## src/rtl/load_store_unit.sv

```systemverilog
// Data-memory load/store stage: one outstanding req/ack access with lane placement and extension.
// Optional LSU_MISALIGN_TRAP_EN rejects misaligned halfword/word accesses with error code 01.
module load_store_unit #(
  parameter int unsigned pDataWidth = 32,
  parameter int unsigned pTimeout   = 255
) (
  input  logic                  iClk,
  input  logic                  iRst,
  input  logic                  iReqValid,
  input  logic                  iReqRead,
  input  logic                  iReqWrite,
  input  logic [pDataWidth-1:0] iReqAddr,
  input  logic [pDataWidth-1:0] iReqData,
  input  logic [2:0]            iReqFunct3,
  input  logic [4:0]            iReqRdAddr,
  output logic                  oBusy,
  output logic                  oMemReq,
  output logic                  oMemWe,
  output logic [pDataWidth-1:0] oMemAddr,
  output logic [pDataWidth-1:0] oMemWdata,
  output logic [3:0]            oMemBe,
  input  logic                  iMemAck,
  input  logic [pDataWidth-1:0] iMemRdata,
  output logic                  oWbDv,
  output logic [4:0]            oWbAddr,
  output logic [pDataWidth-1:0] oWbData,
  output logic                  oErr,
  output logic [1:0]            oErrCode
);

  localparam int unsigned CntW = $clog2(pTimeout + 1);

  typedef enum logic [0:0] {StIdle, StAccess} stateE;

  stateE                 stateQ, stateD;
  logic [CntW-1:0]       cntQ, cntD;
  logic                  memWeQ, memWeD;
  logic [pDataWidth-1:0] memAddrQ, memAddrD;
  logic [pDataWidth-1:0] memWdataQ, memWdataD;
  logic [3:0]            memBeQ, memBeD;
  logic [4:0]            rdQ, rdD;
  logic [2:0]            funct3Q, funct3D;
  logic [1:0]            laneQ, laneD;
  logic                  wbDvQ, wbDvD;
  logic [4:0]            wbAddrQ, wbAddrD;
  logic [pDataWidth-1:0] wbDataQ, wbDataD;
  logic                  errQ, errD;
  logic [1:0]            errCodeQ, errCodeD;

  logic                  illegal;
  logic                  misaligned;
  logic [pDataWidth-1:0] placedData;
  logic [3:0]            placedBe;
  logic [pDataWidth-1:0] shifted;
  logic [pDataWidth-1:0] loadExt;

  always_comb begin
    illegal = 1'b0;
    if (iReqRead == iReqWrite) begin
      illegal = 1'b1;
    end else if (iReqRead) begin
      illegal = !(iReqFunct3 inside {3'b000, 3'b001, 3'b010, 3'b100, 3'b101});
    end else begin
      illegal = !(iReqFunct3 inside {3'b000, 3'b001, 3'b010});
    end
  end

`ifdef LSU_MISALIGN_TRAP_EN
  assign misaligned = ((iReqFunct3[1:0] == 2'b01) && iReqAddr[0]) ||
                      ((iReqFunct3[1:0] == 2'b10) && (iReqAddr[1:0] != 2'b00));
`else
  assign misaligned = 1'b0;
`endif

  // Halfwords select their lane with addr[1] only, so a trapped build and an untrapped one agree
  // on every aligned access.
  always_comb begin
    placedData = '0;
    placedBe   = 4'b1111;
    if (iReqWrite) begin
      case (iReqFunct3[1:0])
        2'b00: begin
          placedBe   = 4'b0001 << iReqAddr[1:0];
          placedData = {24'b0, iReqData[7:0]} << {iReqAddr[1:0], 3'b000};
        end
        2'b01: begin
          placedBe   = 4'b0011 << {iReqAddr[1], 1'b0};
          placedData = {16'b0, iReqData[15:0]} << {iReqAddr[1], 4'b0000};
        end
        default: placedData = iReqData;
      endcase
    end
  end

  always_comb begin
    shifted = iMemRdata;
    case (funct3Q[1:0])
      2'b00:   shifted = iMemRdata >> {laneQ, 3'b000};
      2'b01:   shifted = iMemRdata >> {laneQ[1], 4'b0000};
      default: shifted = iMemRdata;
    endcase
    case (funct3Q)
      3'b000:  loadExt = {{24{shifted[7]}}, shifted[7:0]};
      3'b001:  loadExt = {{16{shifted[15]}}, shifted[15:0]};
      3'b100:  loadExt = {24'b0, shifted[7:0]};
      3'b101:  loadExt = {16'b0, shifted[15:0]};
      default: loadExt = shifted;
    endcase
  end

  always_comb begin
    stateD    = stateQ;
    cntD      = cntQ;
    memWeD    = memWeQ;
    memAddrD  = memAddrQ;
    memWdataD = memWdataQ;
    memBeD    = memBeQ;
    rdD       = rdQ;
    funct3D   = funct3Q;
    laneD     = laneQ;
    wbDvD     = 1'b0;
    wbAddrD   = wbAddrQ;
    wbDataD   = wbDataQ;
    errD      = 1'b0;
    errCodeD  = errCodeQ;
    unique case (stateQ)
      StIdle: begin
        cntD = '0;
        if (iReqValid) begin
          if (illegal) begin
            errD     = 1'b1;
            errCodeD = 2'b11;
          end else if (misaligned) begin
            errD     = 1'b1;
            errCodeD = 2'b01;
          end else begin
            memWeD    = iReqWrite;
            memAddrD  = {iReqAddr[pDataWidth-1:2], 2'b00};
            memWdataD = placedData;
            memBeD    = placedBe;
            rdD       = iReqRdAddr;
            funct3D   = iReqFunct3;
            laneD     = iReqAddr[1:0];
            stateD    = StAccess;
          end
        end
      end
      StAccess: begin
        // An ack in the final wait cycle takes priority over the timeout.
        if (iMemAck) begin
          stateD = StIdle;
          if (!memWeQ && (rdQ != 5'd0)) begin
            wbDvD   = 1'b1;
            wbAddrD = rdQ;
            wbDataD = loadExt;
          end
        end else if (cntQ == CntW'(pTimeout - 1)) begin
          stateD   = StIdle;
          errD     = 1'b1;
          errCodeD = 2'b10;
        end else begin
          cntD = cntQ + CntW'(1);
        end
      end
      default: stateD = StIdle;
    endcase
  end

  always_ff @(posedge iClk or posedge iRst) begin
    if (iRst) begin
      stateQ    <= StIdle;
      cntQ      <= '0;
      memWeQ    <= 1'b0;
      memAddrQ  <= '0;
      memWdataQ <= '0;
      memBeQ    <= 4'b0000;
      rdQ       <= 5'd0;
      funct3Q   <= 3'b000;
      laneQ     <= 2'b00;
      wbDvQ     <= 1'b0;
      wbAddrQ   <= 5'd0;
      wbDataQ   <= '0;
      errQ      <= 1'b0;
      errCodeQ  <= 2'b00;
    end else begin
      stateQ    <= stateD;
      cntQ      <= cntD;
      memWeQ    <= memWeD;
      memAddrQ  <= memAddrD;
      memWdataQ <= memWdataD;
      memBeQ    <= memBeD;
      rdQ       <= rdD;
      funct3Q   <= funct3D;
      laneQ     <= laneD;
      wbDvQ     <= wbDvD;
      wbAddrQ   <= wbAddrD;
      wbDataQ   <= wbDataD;
      errQ      <= errD;
      errCodeQ  <= errCodeD;
    end
  end

  assign oBusy     = (stateQ == StAccess);
  assign oMemReq   = (stateQ == StAccess);
  assign oMemWe    = memWeQ;
  assign oMemAddr  = memAddrQ;
  assign oMemWdata = memWdataQ;
  assign oMemBe    = memBeQ;
  assign oWbDv     = wbDvQ;
  assign oWbAddr   = wbAddrQ;
  assign oWbData   = wbDataQ;
  assign oErr      = errQ;
  assign oErrCode  = errCodeQ;

endmodule

```

## config.mk

```make
export PLATFORM = sky130hd
export DESIGN_NAME = load_store_unit
export DESIGN_NICKNAME = d
export VERILOG_FILES = /design/src/rtl/load_store_unit.sv
export SDC_FILE = /design/constraint.sdc
export NUM_CORES = 1
export LEC_CHECK = 0
export ABC_AREA = 1
export CELL_PAD_IN_SITES_DETAIL_PLACEMENT = 1
export CELL_PAD_IN_SITES_GLOBAL_PLACEMENT = 2
export CORE_MARGIN = 2
export CORE_UTILIZATION = 27
export CTS_CLUSTER_DIAMETER = 80
export DETAILED_ROUTE_END_ITERATION = 7
export PLACE_DENSITY_LB_ADDON = 0.25
export SYNTH_ARGS = -nofsm -noshare
export SYNTH_HDL_FRONTEND = slang
export SYNTH_SLANG_ARGS = --single-unit
```

## constraint.sdc

```tcl
create_clock -name iClk -period 9.35 [get_ports iClk]
set_input_delay 1.4025 -clock iClk [delete_from_list [all_inputs] [get_ports iClk]]
set_output_delay 1.4025 -clock iClk [all_outputs]
set_load 0.03 [all_outputs]
```

==> results of run 1 <==
## worst max path at each step
stage,start,to,slack [ns]
after global placement,iReqWrite,oMemBe[1]$_DFFE_PP0P_,5.02
after CTS,iReqWrite,oMemWdata[7]$_DFFE_PP0P_,5.33
after detailed placement,iReqWrite,oMemWdata[7]$_DFFE_PP0P_,4.89
after floorplan,iRst,cntQ[0]$_DFFE_PP0P_,4.56
after global routing,iReqWrite,oMemWdata[7]$_DFFE_PP0P_,5.06
final,iReqWrite,oMemWdata[7]$_DFFE_PP0P_,5.40
## registers in the layout, summed over array words and instances (netlist names)
signal     flops
oWbAddr        5
oMemWdata     32
cntQ           8
oErr           1
laneQ          2
oBusy          1
oMemAddr      30
rdQ            5
oErrCode       2
oMemWe         1
funct3Q        3
oMemBe         4
oWbDv          1
oWbData       32
## metal layers
layer / global-route usage (%) / routed length [um] / vias to the layer above / share of wire [%]
met5: 0 / 24 / - / 0.11
met4: 3.80 / 165 / 4 / 0.74
met3: 6.84 / 1780 / 14 / 8.0
met2: 29.9 / 10300 / 173 / 46
met1: 24.4 / 10000 / 2882 / 45
li1: - / - / 2991 / -
## tightest hold or removal path, cell delays in order (launching register included)
cell     delay, ns
dfrtp_1       0.34
inv_1         0.04
nand2_1       0.05
## cells in the final DEF (no fill, tap or decap), types with 4 or more instances in the layout
master and instances:
or2_1 4, clkbuf_16 17, o22ai_1 10, o21ai_1 6
a21oi_1 51, buf_4 4, nand3_1 74, clkdlybuf4s50_1 219
or2_2 13, o21ai_0 43, inv_2 5, nand2_1 292
nand2_2 4, nand2_4 4, inv_6 7, nor2_1 52
inv_1 67, nand4_1 10, dfrtp_1 127
## power by group
part	internal [mW]	total, mW	leakage [nW]	switching, mW
combinational	0.399	0.995	2.49	0.596
sequential	0.701	0.805	1.58	0.104
clock	0.409	0.689	0.293	0.280
## per-stage QoR
| step | setup slack [ns] | hold slack (ns) | instance area [um2] | util [%] |
|---|---|---|---|---|
| floorplan | 4.56 | 0.464 | 6300 | - |
| CTS | 5.33 | 0.471 | 9280 | 40.7 |
| finish | 5.40 | 0.466 | 9280 | 40.8 |
| detailed placement | 4.89 | 0.456 | 8670 | 38.1 |
| global route | 5.06 | 0.503 | 9280 | 40.7 |
| global placement | 5.02 | 0.453 | 8670 | 38.1 |
## layout make-up
class,count,area share [%]
flip-flops and latches,127,34.2
multi-input cells,576,28.0
repair buffers,223,23.9
clock buffers,18,4.73
well taps,313,4.22
inverters,74,3.05
clock inverters,14,1.81
diodes,1,0.0270
## logic make-up after synthesis
group | after synthesis | synth area share (%)
flip-flops | 127 | 50.5
buffers and inverters | 117 | 8.34
AO/OA/AOI/OAI | 112 | 9.20
AND/OR/NAND/NOR | 456 | 31.0
XOR/XNOR | 4 | 0.556
other | 1 | 0.0595
adder cells (fa/ha/maj) | 2 | 0.397
==> key figures, run 1 <==
Worst setup path
  – CP startpoint kind: primary input
  – Number of buffer and inverter stages on the critical path: 2
  – Worst path top cell family by delay: buffers and inverters
  – Stages on the worst setup path: 7
  – Critical path class: in2reg
  – R2R Path Start: funct3Q[1]$_DFFE_PP0P_
  – Worst r2r path cells: 8
  – Cells along the critical path: clkdlybuf4s50_1, or2_2, nand3_1, nor3_4, buf_4, nand2_2, o21ai_0
  – FF-to-FF setup slack: 6.50 ns
  – Biggest fanout along the worst timing path: 65
  – Capturing point of the worst reg2reg path: oWbData[11]$_DFFE_PP0P_
  – Worst Path Required: 9.68 ns
  – Highest-delay cell along the critical path: clkdlybuf4s50_1
  – Critical Path Max Stage Delay: 0.98 ns
  – CP endpoint kind: flip-flop
  – Worst EP arrival: 4.28 ns

Placement
  – Gpl congestion: 0.796
  – Quantity of I/O buffers inserted on ports: 219
  – Cells after DPL: 1313
  – Final HPWL DP: 15.9 mm

Global route
  – Tot GR Track Use: 18.7%
  – Vias in the first global route: 6433
  – Maximum number of pins on one net before global-route repair: 66
  – GRT Residual Overflow: 0
  – Global-route wire length before repair: 35.6 mm
  – Antenna violations before repair: 3

Run
  – MaxCap Viol Count: 0

Synthesis
  – Mapped cell area: 6300 um2
  – Share of the synthesized area in the top cell type: 50.5%
  – Part of the Yosys area used for sequential elements: 50.5%
  – Cell types with the largest area share after synthesis: dfrtp_1, nand2_1, nand3_1, a21oi_1, inv_1
  – Number of warning messages in the yosys log: 0
  – Mapped Cells: 819
  – Most instantiated flip-flop cell in the synthesis netlist: dfrtp_1
  – Register bit total from synthesis: 127
  – Top cells by count, synth: nand2_1, dfrtp_1, nand3_1, inv_1, nor2_1
  – Count of flip-flops with a built-in enable after synthesis: 0
  – Cell accounting for the most synthesized area: dfrtp_1
  – Most frequent cell after synthesis: nand2_1
  – Library cells used by synthesis: 30
  – Average size of a mapped cell: 7.69 um2
  – Synth async-reset ratio: 100%

Die
  – Die width: 157 um
  – Core Rows: 55
  – I/O pin total: 222
  – Area of the core: 22800 um2
  – Y dimension of the die: 157 um
  – Full die area: 24600 um2
  – Effective utilization at floorplan: 27.7%

Clock tree
  – Worst skew pair latency: 0.42 ns
  – Inserted Clock Buffers: 17
  – CTS sink cnt: 127
  – Post CTS Setup Buffer Count: 0
  – Hold Buf Count CTS: 0
  – Count of H-tree levels built during CTS: 4
  – Resized cells post-CTS: 0
  – Root Driver: clkbuf_16
  – Clock-pin slew on the worst setup and hold paths: 0.06 ns
  – CTS tree: built
  – Maximum count of clock buffers along a single path: 2

Detailed routing
  – Iter 0 DRT Violations: 266
  – Number of iterations in the first detailed-routing pass: 4
  – Number of DRC violations after detailed routing: 0
  – Average wire per cell in the routed design: 16.5 um
  – Vias: 6064
  – Post-detailed-routing wire length: 22.3 mm
  – Drt via density: 4.51
  – Count of nets left with antenna violations after detail routing: 0

STA
  – Post-layout minimum cycle time: 3.95 ns
  – Fraction of the cycle the final worst path needs: 42.2%
  – Final number of setup-violating endpoints: 0
  – Worst-margin pin slew: 0.950 ns
  – Unrepaired setup endpoints after global routing: no
  – Tightest slew margin relative to the limit: 36.7%
  – Max Clk Rate: 0.253 GHz
  – Number of max-slew violations in the final report: 0
  – Clock skew after layout: 0.0109 ns
  – Hold Vio Cnt, Final: 0
  – Setup TNS: 0 ns

Outcome
  – Run status: completed

Hold path
  – Origin of the worst min-delay path: oErrCode[1]$_DFFE_PP0P_
  – Sink of the worst hold path: oErrCode[1]$_DFFE_PP0P_
  – Worst hold path class: reg2reg
  – Hold Path Depth: 2

Pwr
  – Final Power: 2.49 mW
  – Power per cell area: 268 nW/um2
  – Leakage: 4.37 nW
  – Peak supply drop: 0.125 mV

Cells and area
  – Share of layout cells above drive strength 1: 6.49%
  – # nets final: 1131
  – Total area of multi-input combinational cells: 2600 um2
  – Post-Layout Cell Count: 1346
  – Combined flip-flop and latch cell area: 3180 um2
  – Relative area change from synthesis to final layout: 47.4%
  – Fill cells: 2773
Power figures use the tool's default switching activity.
==> run 2: changes to the inputs <==
--- a/config.mk
+++ b/config.mk
@@ -9,7 +9,7 @@
 export CELL_PAD_IN_SITES_DETAIL_PLACEMENT = 1
 export CELL_PAD_IN_SITES_GLOBAL_PLACEMENT = 2
 export CORE_MARGIN = 2
-export CORE_UTILIZATION = 27
+export CORE_UTILIZATION = 25
 export CTS_CLUSTER_DIAMETER = 80
 export DETAILED_ROUTE_END_ITERATION = 7
 export PLACE_DENSITY_LB_ADDON = 0.25
==> constraint.sdc (replaced) <==
create_clock -name iClk -period 3.7 [get_ports iClk]
set_input_delay 0.555 -clock iClk [delete_from_list [all_inputs] [get_ports iClk]]
set_output_delay 0.555 -clock iClk [all_outputs]
set_load 0.03 [all_outputs]
==> key figures, run 2 (synthesis gave the netlist of run 1 again) <==
STA
  – Tightest slew margin relative to the limit: 45.8%
  – Max Clk Rate: 0.427 GHz
  – Post-layout minimum cycle time: 2.34 ns
  – Clock skew after layout: 0.00904 ns
  – Setup TNS: 0 ns
  – Final number of setup-violating endpoints: 0
  – Unrepaired setup endpoints after global routing: no
  – Fraction of the cycle the final worst path needs: 63.3%
  – Post-route worst hold slack: 0.464 ns
  – Hold Vio Cnt, Final: 0
  – Worst-margin pin slew: 0.813 ns
  – Number of max-slew violations in the final report: 0

Worst setup path
  – FF-to-FF setup slack: 1.44 ns
  – Worst EP arrival: 2.67 ns
  – R2R Path Start: funct3Q[1]$_DFFE_PP0P_
  – CP startpoint kind: primary input
  – Worst r2r path cells: 11
  – Biggest fanout along the worst timing path: 48
  – CP endpoint kind: flip-flop
  – Capturing point of the worst reg2reg path: oWbData[8]$_DFFE_PP0P_
  – Critical path class: in2reg
  – Worst Path Required: 4.03 ns

Cells and area
  – Share of layout cells above drive strength 1: 6.94%
  – Combined flip-flop and latch cell area: 3180 um2
  – Utilization of the core after routing: 37.5%
  – # nets final: 1136
  – Fill cells: 3007
  – ANT cells: 0
  – Total area of multi-input combinational cells: 2600 um2
  – Commonest cells after routing, fill and taps aside: nand2_1, clkdlybuf4s50_1, dfrtp_1
  – Post-Layout Cell Count: 1367
  – Relative area change from synthesis to final layout: 48.7%
  – Most common library cell in the layout ignoring fill and taps: nand2_1

Hold path
  – Hold Path Depth: 2
  – Worst hold path class: reg2reg
  – Sink of the worst hold path: oErrCode[1]$_DFFE_PP0P_
  – Origin of the worst min-delay path: oErrCode[1]$_DFFE_PP0P_

Global route
  – Global-route wire length before repair: 36.7 mm
  – Tot GR Track Use: 17.9%
  – Maximum number of pins on one net before global-route repair: 128
  – GRT Residual Overflow: 0
  – Vias in the first global route: 6473
  – Antenna violations before repair: 1

Detailed routing
  – Count of nets left with antenna violations after detail routing: 0
  – Number of DRC violations after detailed routing: 0
  – Number of iterations in the first detailed-routing pass: 4
  – Iter 0 DRT Violations: 332
  – Vias: 6085
  – Average wire per cell in the routed design: 16.7 um
  – Post-detailed-routing wire length: 22.9 mm
  – Drt via density: 4.45

Clock tree
  – Root Driver: clkbuf_16
  – CTS sink cnt: 127
  – Post CTS Setup Buffer Count: 0
  – Clock-pin slew on the worst setup and hold paths: 0.06 ns
  – Inserted Clock Buffers: 17
  – Maximum count of clock buffers along a single path: 2
  – Worst skew pair latency: 0.42 ns
  – Count of H-tree levels built during CTS: 4
  – CTS tree: built
  – Hold Buf Count CTS: 0
  – Resized cells post-CTS: 0

Die
  – Full die area: 26500 um2
  – Effective utilization at floorplan: 25.2%
  – I/O pin total: 222
  – Die width: 163 um
  – Area of the core: 25000 um2
  – Core Rows: 58
  – Y dimension of the die: 163 um

Placement
  – Cells after DPL: 1335
  – Quantity of I/O buffers inserted on ports: 219
  – Gpl congestion: 0.743
  – Final HPWL DP: 15.9 mm

Outcome
  – Run status: completed

Pwr
  – Peak supply drop: 0.249 mV
  – Power per cell area: 679 nW/um2
  – Leakage: 4.40 nW

Run
  – MaxCap Viol Count: 0
## run 2: worst max path at each step
stage	startpoint	endpoint	cells past startpoint	slack, ns
final	iReqFunct3[2]	rdQ[2]$_DFFE_PP0P_	8	1.36
after global routing	iReqFunct3[2]	oMemWdata[16]$_DFFE_PP0P_	8	1.12
after CTS	iReqFunct3[2]	oMemWdata[16]$_DFFE_PP0P_	8	1.34
after detailed placement	iReqFunct3[2]	oMemWdata[16]$_DFFE_PP0P_	8	0.90
after global placement	iReqFunct3[2]	oMemWdata[15]$_DFFE_PP0P_	8	0.94
after floorplan	iRst	cntQ[0]$_DFFE_PP0P_	1	1.58
## run 2: cell type report
cell class	count	share of cell area, %
Sequential cell	127	33.9
Clock inverter	15	1.99
Clock buffer	17	4.54
Timing Repair Buffer	228	24.4
Multi-Input combinational cell	576	27.7
Inverter	74	3.01
Tap cell	330	4.41
## run 2: metrics by stage
step                total power [mW]  setup slack [ns]  area (um2)
floorplan                       3.49              1.58        6310
global placement                4.61             0.936        8760
detailed placement              4.63             0.902        8760
CTS                             6.47              1.34        9370
global route                    6.74              1.12        9370
finish                          6.36              1.36        9370
## run 2: power breakdown
group / switching, mW / internal (mW)
Combinational: 1.53 / 1.02
Clock: 0.708 / 1.07
Sequential: 0.251 / 1.77
Total: 2.49 / 3.86
## run 2: worst max-delay path: stages
cell,delay (ns)
clkdlybuf4s50_1,0.51
o21ai_1,0.24
nand3_1,0.22
nor3_4,0.19
buf_4,0.27
buf_4,0.46
nand2_1,0.11
o21ai_0,0.10
## run 2: per-layer routing
layer	GRT usage, %	wire length [um]
met1	23.6	10700
met2	28.3	10400
met3	5.86	1620
met4	4.34	170
met5	0	13
==> run 3: changes to the inputs <==
--- a/config.mk
+++ b/config.mk
@@ -9,7 +9,7 @@
 export CELL_PAD_IN_SITES_DETAIL_PLACEMENT = 1
 export CELL_PAD_IN_SITES_GLOBAL_PLACEMENT = 2
 export CORE_MARGIN = 2
-export CORE_UTILIZATION = 25
+export CORE_UTILIZATION = 22
 export CTS_CLUSTER_DIAMETER = 80
 export DETAILED_ROUTE_END_ITERATION = 7
 export PLACE_DENSITY_LB_ADDON = 0.25
==> constraint.sdc (replaced) <==
create_clock -name iClk -period 2.1 [get_ports iClk]
set_input_delay 0.315 -clock iClk [delete_from_list [all_inputs] [get_ports iClk]]
set_output_delay 0.315 -clock iClk [all_outputs]
set_load 0.03 [all_outputs]
==> key figures, run 3 (synthesis gave the netlist of run 1 again) <==
Detailed routing
  – Vias: 6173
  – Number of DRC violations after detailed routing: 0
  – Post-detailed-routing wire length: 23.6 mm
  – Iter 0 DRT Violations: 361
  – Number of iterations in the first detailed-routing pass: 4
  – Average wire per cell in the routed design: 16.4 um
  – Drt via density: 4.28
  – Count of nets left with antenna violations after detail routing: 0

Clock tree
  – Worst skew pair latency: 0.42 ns
  – Root Driver: clkbuf_16
  – Resized cells post-CTS: 0
  – CTS sink cnt: 127
  – Post CTS Setup Buffer Count: 0
  – CTS tree: built
  – Inserted Clock Buffers: 17
  – Clock-pin slew on the worst setup and hold paths: 0.07 ns
  – Count of H-tree levels built during CTS: 4
  – Hold Buf Count CTS: 0
  – Maximum count of clock buffers along a single path: 2

STA
  – Max Clk Rate: 0.523 GHz
  – Unrepaired setup endpoints after global routing: no
  – Clock skew after layout: 0.0118 ns
  – Post-layout minimum cycle time: 1.91 ns
  – Final number of setup-violating endpoints: 0
  – Hold Vio Cnt, Final: 0
  – Number of max-slew violations in the final report: 0
  – Fraction of the cycle the final worst path needs: 91.0%
  – Post-route worst hold slack: 0.355 ns
  – Worst-margin pin slew: 0.722 ns
  – Tightest slew margin relative to the limit: 51.7%

Pwr
  – Fraction of power spent switching nets: 40.2%
  – Combinational share of power: 41.0%
  – Leakage: 4.56 nW
  – Power per cell area: 1160 nW/um2
  – Cell-internal power: 6.72 mW
  – Switching power: 4.52 mW
  – Peak supply drop: 0.426 mV
  – Part of the power in registers: 31.5%
  – Clock network fraction of design power: 27.5%

Global route
  – Antenna violations before repair: 2
  – GRT Residual Overflow: 0
  – Tot GR Track Use: 16.1%
  – Global-route wire length before repair: 37.7 mm
  – Maximum number of pins on one net before global-route repair: 80
  – Vias in the first global route: 6475

Worst setup path
  – CP startpoint kind: flip-flop
  – Worst Path Required: 1.78 ns
  – Cells along the critical path: clkdlybuf4s50_1
  – FF-to-FF setup slack: 0.25 ns
  – CP endpoint kind: output pin
  – R2R Path Start: funct3Q[0]$_DFFE_PP0P_
  – Worst setup path endpoint: oBusy
  – Worst EP arrival: 1.60 ns
  – Capturing point of the worst reg2reg path: oWbData[28]$_DFFE_PP0P_
  – Biggest fanout along the worst timing path: 7
  – Critical Path Max Stage Delay: 0.71 ns
  – Number of buffer and inverter stages on the critical path: 1
  – Stages on the worst setup path: 1
  – Launch point of the worst path: oBusy$_DFF_PP0_
  – Worst path top cell family by delay: buffers and inverters
  – Worst r2r path cells: 10
  – Highest-delay cell along the critical path: clkdlybuf4s50_1
  – Critical path class: reg2out

Cells and area
  – Area of all placed cells without fillers: 9700 um2
  – Utilization of the core after routing: 34.6%
  – Commonest cells after routing, fill and taps aside: nand2_1, clkdlybuf4s50_1, dfrtp_1
  – # nets final: 1163
  – Relative area change from synthesis to final layout: 54.0%
  – Most common library cell in the layout ignoring fill and taps: nand2_1
  – Share of layout cells above drive strength 1: 9.30%
  – ANT cells: 0

Die
  – Full die area: 30000 um2
  – I/O pin total: 222
  – Die width: 173 um
  – Area of the core: 28000 um2
  – Effective utilization at floorplan: 22.5%
  – Y dimension of the die: 173 um
  – Core Rows: 61

Placement
  – Gpl congestion: 0.790
  – Final HPWL DP: 17.2 mm
  – Quantity of I/O buffers inserted on ports: 219
  – Standard cell area after detailed placement: 9080 um2

Hold path
  – Worst hold path class: in2async

Outcome
  – Run status: completed

Run
  – MaxCap Viol Count: 0
==> run 3: how the worst min path moves through the flow <==
stage / start / endpoint / depth (start not counted) / slack (ns)
4_1_cts: iRst / oMemWdata[3]$_DFFE_PP0P_ / 3 / 0.36
3_5_place_dp: oMemAddr[27]$_DFFE_PP0P_ / oMemAddr[27]$_DFFE_PP0P_ / 2 / 0.46
3_3_place_gp: oMemAddr[23]$_DFFE_PP0P_ / oMemAddr[23]$_DFFE_PP0P_ / 2 / 0.45
5_1_grt: iRst / cntQ[4]$_DFFE_PP0P_ / 3 / 0.38
2_1_floorplan: iReqRdAddr[1] / rdQ[1]$_DFFE_PP0P_ / 2 / 0.43
6_report: iRst / oMemWdata[19]$_DFFE_PP0P_ / 3 / 0.36
==> run 3: power by group through the flow <==
stage / Sequential [mW] / Clock (mW) / Combinational (mW)
2_1_floorplan: 4.75 / 0 / 1.40
3_3_place_gp: 3.59 / 0 / 4.63
3_5_place_dp: 3.59 / 0 / 4.66
4_1_cts: 3.56 / 3.21 / 4.67
5_1_grt: 3.64 / 3.34 / 4.99
6_report: 3.54 / 3.09 / 4.60
==> run 3: worst register-to-register path, cell delays in order (launching register included) <==
cell,delay (ns)
dfrtp_1,0.47
nand2_4,0.17
nand2_4,0.23
nand2_2,0.10
nand2_4,0.16
nand2_4,0.07
nand3_4,0.11
buf_4,0.22
nand3_1,0.12
nand2_1,0.08
inv_1,0.04
==> run 3: final cells by class <==
type | instances | area, um2
Fill cell | 3328 | 18300
Tap cell | 378 | 473
Clock buffer | 17 | 425
Inverter | 74 | 282
Sequential cell | 127 | 3180
Multi-Input combinational cell | 576 | 2600
Timing Repair Buffer | 255 | 2550
Clock inverter | 15 | 191
==> run 3: layer usage <==
| metal | part of all wire (%) | GRT usage [%] |
|---|---|---|
| met5 | 0.11 | 0 |
| met3 | 8.0 | 6.62 |
| met4 | 0.62 | 2.75 |
| met1 | 46 | 20.9 |
| met2 | 46 | 25.6 |
==> run 3: stage by stage <==
step / setup TNS [ns] / instances / power [mW] / setup WS, ns
3_3_place_gp: 0 / 1410 / 8.22 / 0.0222
3_5_place_dp: -0.186 / 1410 / 8.25 / -0.0344
2_1_floorplan: 0 / 820 / 6.15 / 0.218
5_1_grt: 0 / 1442 / 12.0 / 0.0988
6_report: 0 / 1442 / 11.2 / 0.188
4_1_cts: 0 / 1442 / 11.4 / 0.144
